===== src/rtl/mem_access_pkg.sv =====
// mem_access_pkg: shared state enum, size codes and lane extract/merge helpers
package mem_access_pkg;

  typedef enum logic [2:0] {IDLE, LOAD, RMW_RD, WRITE, RESP} state_t;

  localparam logic [1:0] SZ_BYTE = 2'd0;
  localparam logic [1:0] SZ_HALF = 2'd1;
  localparam logic [1:0] SZ_WORD = 2'd2;

  function automatic logic [31:0] lane_extract(input logic [31:0] w, input logic [1:0] off,
                                               input logic [1:0] sz, input logic uns);
    logic [31:0] s;
    s = w >> {off, 3'b000};
    return sz == SZ_BYTE ? {{24{~uns & s[7]}}, s[7:0]} :
           sz == SZ_HALF ? {{16{~uns & s[15]}}, s[15:0]} : s;
  endfunction

  function automatic logic [31:0] lane_merge(input logic [31:0] old, input logic [31:0] wd,
                                             input logic [1:0] off, input logic [1:0] sz);
    logic [31:0] m;
    m = sz == SZ_BYTE ? 32'h0000_00ff : sz == SZ_HALF ? 32'h0000_ffff : 32'hffff_ffff;
    m = m << {off, 3'b000};
    return (old & ~m) | ((wd << {off, 3'b000}) & m);
  endfunction

endpackage


===== src/rtl/mem_lane_align.sv =====
// mem_lane_align: combinational load lane extract/extend and store lane merge
module mem_lane_align
  import mem_access_pkg::*;
(
  input  logic [31:0] word,
  input  logic [31:0] old,
  input  logic [31:0] wdata,
  input  logic [1:0]  off,
  input  logic [1:0]  size,
  input  logic        uns,
  output logic [31:0] rdata,
  output logic [31:0] merged
);

  // word-size merge ignores old, so word stores need no prior read
  always_comb begin
    rdata  = lane_extract(word, off, size, uns);
    merged = lane_merge(old, wdata, off, size);
  end

endmodule


===== src/rtl/mem_access_unit.sv =====
// mem_access_unit: load/store front-end with sub-word RMW; MEM_ACCESS_PERF_CNT_EN adds ld/st/err counters
module mem_access_unit
  import mem_access_pkg::*;
#(
  parameter int MEM_DEPTH = 16384
`ifdef MEM_ACCESS_PERF_CNT_EN
  , parameter int CNT_WIDTH = 32
`endif
) (
  input  logic                 clk,
  input  logic                 reset,
  input  logic                 req_valid,
  output logic                 req_ready,
  input  logic                 req_write,
  input  logic [1:0]           req_size,
  input  logic                 req_unsigned,
  input  logic [31:0]          req_addr,
  input  logic [31:0]          req_wdata,
  output logic                 resp_valid,
  output logic [31:0]          resp_rdata,
  output logic                 resp_err,
  output logic [31:0]          mem_addr,
  output logic [31:0]          mem_din,
  output logic                 mem_read,
  output logic                 mem_write,
`ifdef MEM_ACCESS_PERF_CNT_EN
  output logic [CNT_WIDTH-1:0] ld_count,
  output logic [CNT_WIDTH-1:0] st_count,
  output logic [CNT_WIDTH-1:0] err_count,
`endif
  input  logic [31:0]          mem_dout
);

  state_t      state, state_n;
  logic [31:0] addr, wdata, merge, rdata_ext, merged;
  logic [1:0]  size;
  logic        uns, write, err, bad;

  assign bad = req_size == 2'd3
            || (req_size == SZ_HALF && req_addr[0])
            || (req_size == SZ_WORD && req_addr[1:0] != 2'b00)
            || {2'b00, req_addr[31:2]} >= 32'(MEM_DEPTH);

  mem_lane_align u_align (
    .word   (mem_dout),
    .old    (merge),
    .wdata  (wdata),
    .off    (addr[1:0]),
    .size   (size),
    .uns    (uns),
    .rdata  (rdata_ext),
    .merged (merged)
  );

  // state register; reset returns to IDLE at once, dropping any pending write or response
  always_ff @(posedge clk or negedge reset)
    if (!reset) state <= IDLE;
    else        state <= state_n;

  // next state and memory/handshake outputs decoded from the current state
  always_comb begin
    state_n    = state;
    req_ready  = 1'b0;
    mem_read   = 1'b0;
    mem_write  = 1'b0;
    resp_valid = 1'b0;
    case (state)
      IDLE: begin
        req_ready = 1'b1;
        if (req_valid)
          state_n = bad ? RESP : !req_write ? LOAD : req_size == SZ_WORD ? WRITE : RMW_RD;
      end
      LOAD: begin
        mem_read = 1'b1;
        state_n  = RESP;
      end
      RMW_RD: begin
        mem_read = 1'b1;
        state_n  = WRITE;
      end
      WRITE: begin
        mem_write = 1'b1;
        state_n   = RESP;
      end
      RESP: begin
        resp_valid = 1'b1;
        state_n    = IDLE;
      end
      default: state_n = IDLE;
    endcase
    mem_addr = (state == LOAD || state == RMW_RD || state == WRITE) ? {addr[31:2], 2'b00} : '0;
    mem_din  = state == WRITE ? merged : '0;
    resp_err = resp_valid & err;
  end

  // request latch on accept, load result capture, and merge-word capture for RMW
  always_ff @(posedge clk or negedge reset)
    if (!reset) begin
      addr       <= '0;
      wdata      <= '0;
      size       <= SZ_BYTE;
      uns        <= 1'b0;
      write      <= 1'b0;
      err        <= 1'b0;
      merge      <= '0;
      resp_rdata <= '0;
    end else if (state == IDLE && req_valid) begin
      addr       <= req_addr;
      wdata      <= req_wdata;
      size       <= req_size;
      uns        <= req_unsigned;
      write      <= req_write;
      err        <= bad;
      resp_rdata <= '0;
    end else if (state == LOAD) begin
      resp_rdata <= rdata_ext;
    end else if (state == RMW_RD) begin
      merge <= mem_dout;
    end

`ifdef MEM_ACCESS_PERF_CNT_EN
  // saturating per-type counters bumped on the response cycle; errors count only as errors
  always_ff @(posedge clk or negedge reset)
    if (!reset) begin
      ld_count  <= '0;
      st_count  <= '0;
      err_count <= '0;
    end else if (state == RESP) begin
      if (err && !(&err_count))                  err_count <= err_count + CNT_WIDTH'(1);
      else if (!err && write && !(&st_count))    st_count  <= st_count + CNT_WIDTH'(1);
      else if (!err && !write && !(&ld_count))   ld_count  <= ld_count + CNT_WIDTH'(1);
    end
`endif

endmodule

===== config.mk =====
export PLATFORM = sky130hd
export DESIGN_NAME = mem_access_unit
export DESIGN_NICKNAME = d
export VERILOG_FILES = /design/src/rtl/mem_access_pkg.sv /design/src/rtl/mem_lane_align.sv /design/src/rtl/mem_access_unit.sv
export SDC_FILE = /design/constraint.sdc
export NUM_CORES = 1
export LEC_CHECK = 0
export ABC_AREA = 1
export CAP_MARGIN = 20
export CORE_ASPECT_RATIO = 1.2
export CORE_MARGIN = 10
export CORE_UTILIZATION = 30
export DETAILED_ROUTE_END_ITERATION = 6
export GPL_TIMING_DRIVEN = 1
export PLACE_DENSITY = 0.54
export SYNTH_ARGS = -nofsm -noshare
export SYNTH_HDL_FRONTEND = slang
export SYNTH_SLANG_ARGS = --single-unit

===== constraint.sdc =====
create_clock -name clk -period 1.5 [get_ports clk]
set_input_delay 0.15 -clock clk [delete_from_list [all_inputs] [get_ports clk]]
set_output_delay 0.15 -clock clk [all_outputs]
set_load 0.02 [all_outputs]

==> impl_metrics.toml, run 1 <==
[run_status]
status = "finished, violations left"
violations = "setup timing"

[floorplan]
pin_count = 204
core-area_sq_mm = 0.0231
dieArea_sq_mm = 0.0299
num_rows = 61
die_h_microns = 187
start_util_pct = 30.3
die_w_microns = 160

[sta]
slew_violations = 0
skew_ns = 0.00880
setup_viol = 201
setup_ws_ns = -0.538
rsz0062_at_grt = "yes"
finalCritPeriodShare_pct = 136
hold_viol = 0
period_needed_ns = 2.04
setup_tns_ns = -50.35
max_freq_mhz = 491

[placement]
dp.cells = 1494
pre_cts_slack_ns = -0.525
gp_congestion = 0.918
placed_cell_area_sq_mm = 0.0100
io_buffers = 201
dp_hpwl_mm = 20.3

[finish]
synthToLayoutAreaGrowth_pct = 84.0
drive_above_1_share_pct = 38.6
mostFrequentLayoutCell = "nand2_1"
layout_common_cells = "nand2_1, dfrtp_1, clkdlybuf4s50_1"
stdcell_count = 1607
final_cell_area_sq_mm = 0.0129
layout.nets = 1381
fillCellCount = 2098

[route]
wire_per_inst_microns = 18.7
vias_per_cell = 4.70
drtIter0Drc = 389
dr.pass1.iters = 5
drc = 0
wl_mm = 30.0
ant_nets = 0
num_vias = 7559

[cts]
clock_path_buffers = 2
cts.sinks = 135
cts-buffers-inserted = 17
cts_tree = "yes"
root_buffer = "clkbuf_16"
worst_skew_pair.late_latency_ns = 0.43
cts.clk_slew.worst_paths_ns = 0.06
htreeDepth = 4

[logic_synthesis]
synth_cell_types = 29
synth_warnings = 0
netlist_instances = 944
yosys.area.top_type_share_pct = 48.2
synth_top_area_cell = "dfrtp_1"
synth-seq-cells = 135
syn_area_per_cell_sq_um = 7.43
syn-cell-area_sq_mm = 0.00701
yosysSeqAreaShare_pct = 48.2
synth_area_leaders = "dfrtp_1, nand2_1, o21ai_0"

[setup_path]
end_kind = "output pin"
cpMostUsedCell = "buf_6"
cp_num_buf_inv = 3
critPathArrivalTime_ns = 1.89
worstSetupStartpointType = "register"
slowest_stage = "dfrtp_2"
cp_slowest_stage_delay_ns = 0.49
crit_family = "flip-flops"
crit_chain = "buf_6 > o211ai_4 > o21ai_4 > buf_6 > o21ai_4 > nor2_2 > buf_6"
required_ns = 1.35
critPathKind = "register to output pin"
crit_path_max_fanout = 5

[grt]
grt_pass1_vias = 7576
grt-ovfl-total = 0
grt_max_degree = 46
grtUsageTotal_pct = 18.8
grt_pass1_wl_mm = 44.1
antenna_found_initial = 1

[job]
cap_violations = 0

[power_and_ir_drop]
leakage_nw = 6.05
irDropWorstVdd_uv = 1000
power_density_mw_per_mm2 = 1610

[worst_hold_path]
min_path_type = "primary input to asynchronous set/reset pin"
-- final cells by class --
type / count / area (sq um) / area share, %
repair inverters: 3 / 23.8 / 0.184
clock inverters: 14 / 140 / 1.09
flip-flops and latches: 135 / 3380 / 26.2
multi-input cells: 648 / 3920 / 30.4
diodes: 1 / 2.50 / 0.0194
well taps: 315 / 394 / 3.06
inverters: 105 / 422 / 3.27
repair buffers: 368 / 4180 / 32.4
clock buffers: 18 / 439 / 3.40
-- timing repair --
item                       in CTS  in global routing
hold buffers                    1                  0
gates cloned                   18                  8
hold endpoints to repair      135                  0
setup endpoints to repair     203                178
pin swaps                      12                 17
buffers inserted               36                 29
resized for setup             508                310
-- power by group --
part	internal, W	switching, W	leakage, nW
clock	0.00237	0.00179	0.268
sequential	0.00467	0.000588	1.65
combinational	0.00511	0.00621	4.13
-- cell usage after synthesis (all sizes together) --
| cell type | instances |
|---|---|
| inv | 104 |
| mux2 | 9 |
| conb | 1 |
| a21oi | 38 |
| clkbuf | 24 |
| nand2 | 269 |
| o211ai | 8 |
| clkinv | 1 |
| a211oi | 7 |
| o21bai | 15 |
| o21ai | 182 |
| or2 | 1 |
| nand4 | 2 |
| nor3 | 1 |
| nor2 | 104 |
| buf | 33 |
| nand3 | 10 |
| dfrtp | 135 |
-- path summary, 6_finish.rpt --
path                            slack [ns]  cells after the start     startpoint              to
worst max-delay path                 -0.54                      7        addr[0]     mem_din[16]
worst min-delay path                  0.19                      2          reset       wdata[18]
worst max register to register       -0.31                     11       state[0]  resp_rdata[30]
worst min register to register        0.47                      2  resp_rdata[2]   resp_rdata[2]
max in group asynchronous             0.76                      3          reset         addr[0]
min in group clk                      0.26                      3  req_wdata[13]       wdata[13]
-- state kept, by name (all words and copies together) (netlist names) --
register,count
state,3
merge,32
err,1
resp_rdata,32
size,2
addr,32
uns,1
wdata,32
-- per-layer routing --
layer	track usage, %	vias to the layer above	part of all wire [%]	wire length (microns)
met4	8.17	0	3.2	969
met2	31.9	236	50	15100
met5	0	-	0	0
met1	21.6	3579	40	12000
met3	5.31	49	6.8	2030
li1	-	3695	-	-
-- stage by stage --
stage / power [W] / hold slack (ns) / utilization, %
finish: 0.0207 / 0.188 / 55.8
detailed placement: 0.0125 / 0.0705 / 43.3
global placement: 0.0125 / 0.0662 / 43.3
floorplan: 0.00939 / -0.146 / -
global route: 0.0219 / 0.211 / 55.8
CTS: 0.0191 / 0.193 / 51.1
-- worst reg2reg max path, delay by kind of cell, from the launching register on --
| family | cells | cell delay (ns) |
|---|---|---|
| buf+inv | 5 | 0.63 |
| flops | 1 | 0.44 |
| compound gates | 1 | 0.14 |
| simple gates | 5 | 0.48 |
-- cell families after synthesis --
group	Yosys count	synth area share (%)
AO/OA/AOI/OAI	250	19.1
AND/OR/NAND/NOR	387	21.5
other	1	0.0535
buffers and inverters	162	9.76
flip-flops	135	48.2
multiplexers	9	1.45
Power figures use the tool's default switching activity.
==> run 2: changes to the inputs <==
Settings changed: REMOVE_ABC_BUFFERS from default to 1.
==> run 2 against run 1 <==
- the flow still finishes with violations (setup timing)
- setup slack gained 0.036 ns
- first-iteration DRC count up 4.6%
- worst hold slack worse by 0.036 ns
- core utilization shrank 0.28 points
- non-clock buffer count decreased by 3
- total power decreased by 1.2%
- clock skew rose by 0.0014 ns
- critical path depth increased by 1
- sequential share of layout area up 0.11 points
- global-route usage shrank 1.0 points
- largest cell class unchanged
- largest power group unchanged
- highest routed layer unchanged
==> impl_metrics.toml, run 2 (same netlist as run 1, synthesis figures left out) <==
[finish]
fillCellCount = 2112
synthToLayoutAreaGrowth_pct = 83.1
stdcell_count = 1602
post-route-util_pct = 55.5
mostFrequentLayoutCell = "nand2_1"
layout_common_cells = "nand2_1, dfrtp_1, buf_4"
drive_above_1_share_pct = 37.1
layout.nets = 1376

[setup_path]
end_kind = "output pin"
cp_slowest_stage_delay_ns = 0.40
crit_path_max_fanout = 8
slowest_stage = "dfrtp_1"
critPathArrivalTime_ns = 1.85
r2r_cells = 12
crit_chain = "inv_2 > nand2_4 > nor2_4 > buf_12 > buf_16 > o21ai_2 > nor2_2 > buf_6"
worstSetupStartpointType = "register"
critPathKind = "register to output pin"
required_ns = 1.35

[route]
num_vias = 7383
wl_mm = 28.7
vias_per_cell = 4.61
dr.pass1.iters = 4
ant_nets = 0
drtIter0Drc = 407
drc = 0
wire_per_inst_microns = 17.9

[cts]
htreeDepth = 4
cts_tree = "yes"
worst_skew_pair.late_latency_ns = 0.42
cts.clk_slew.worst_paths_ns = 0.06
clock_path_buffers = 2
cts-buffers-inserted = 17
cts.sinks = 135
root_buffer = "clkbuf_16"

[grt]
grtUsageTotal_pct = 17.8
grt_pass1_vias = 7654
grt_pass1_wl_mm = 42.4
grt_max_degree = 55
antenna_found_initial = 1
grt-ovfl-total = 0

[power_and_ir_drop]
irDropWorstVdd_uv = 1230
power_w = 0.0205
power_density_mw_per_mm2 = 1600
leakage_nw = 6.52

[sta]
holdWs_ns = 0.152
finalCritPeriodShare_pct = 134
skew_ns = 0.0102
setup_ws_ns = -0.503
period_needed_ns = 2.00
max_freq_mhz = 499
setup_viol = 146
slew_violations = 0
hold_viol = 0
rsz0062_at_grt = "yes"

[floorplan]
die_h_microns = 187
die_w_microns = 160
core-area_sq_mm = 0.0231
num_rows = 61
dieArea_sq_mm = 0.0299
pin_count = 204
start_util_pct = 30.3

[run_status]
status = "finished, violations left"
violations = "setup timing"

[worst_hold_path]
min_path_type = "primary input to asynchronous set/reset pin"

[placement]
io_buffers = 201
pre_cts_slack_ns = -0.546
dp_hpwl_mm = 19.0
gp_congestion = 0.832
dp.cells = 1511

[job]
cap_violations = 0
[run 2: metal layers]
layer,vias to the layer above,share of wire (%),routed length (microns),track usage [%]
li1,3680,-,-,-
met1,3477,38,10900,19.0
met2,197,54,15400,32.0
met3,29,6.2,1770,5.33
met4,0,1.8,527,6.82
met5,-,0,0,0
[run 2: timing repair]
item                                    CTS  global route
cloned                                   13             9
hold endpoints to repair                135             0
endpoints found under the setup margin  204           233
pin swaps                                14            31
hold buffers                              1             0
gates resized for setup                 555           249
buffers inserted                         29            19
[run 2: final cells by class]
| cell class | instances | area, sq um | share of cell area [%] |
|---|---|---|---|
| tap | 315 | 394 | 3.07 |
| antenna | 1 | 2.50 | 0.0195 |
| timing repair buffer | 365 | 4140 | 32.2 |
| inverter | 105 | 417 | 3.25 |
| clock inverter | 11 | 148 | 1.15 |
| multi-input combinational | 649 | 3890 | 30.3 |
| clock buffer | 21 | 470 | 3.67 |
| sequential | 135 | 3380 | 26.3 |
[run 2: per-stage QoR]
step	cell area, sq um	setup TNS, ns
after global placement	10100	-35.16
after floorplan	6720	-125.82
final	12800	-31.77
after detailed placement	10100	-36.65
after global routing	12800	-40.76
after CTS	11800	-42.08
[run 2: final timing paths]
check / slack (ns) / startpoint / to
min: 0.15 / reset / wdata[30]
max in group asynchronous: 0.76 / reset / wdata[4]
min in group clk: 0.28 / req_wdata[11] / wdata[11]
max reg2reg: -0.23 / addr[1] / resp_rdata[30]
max: -0.50 / state[2] / mem_din[17]
min reg2reg: 0.47 / resp_rdata[7] / resp_rdata[7]
[run 2: critical path, delay by kind of cell (launching register included)]
| kind | cells | cell delay [ns] |
|---|---|---|
| AND/OR/NAND/NOR | 3 | 0.42 |
| flip-flops | 1 | 0.40 |
| buffers and inverters | 4 | 0.54 |
| AO/OA/AOI/OAI | 1 | 0.06 |
[run 2: where the power goes]
part	leakage, nW	internal (W)	switching, W	total, W
clock	0.291	0.00275	0.00167	0.00442
combinational	4.57	0.00488	0.00597	0.0108
sequential	1.66	0.00467	0.000546	0.00522
total	6.52	0.0123	0.00819	0.0205
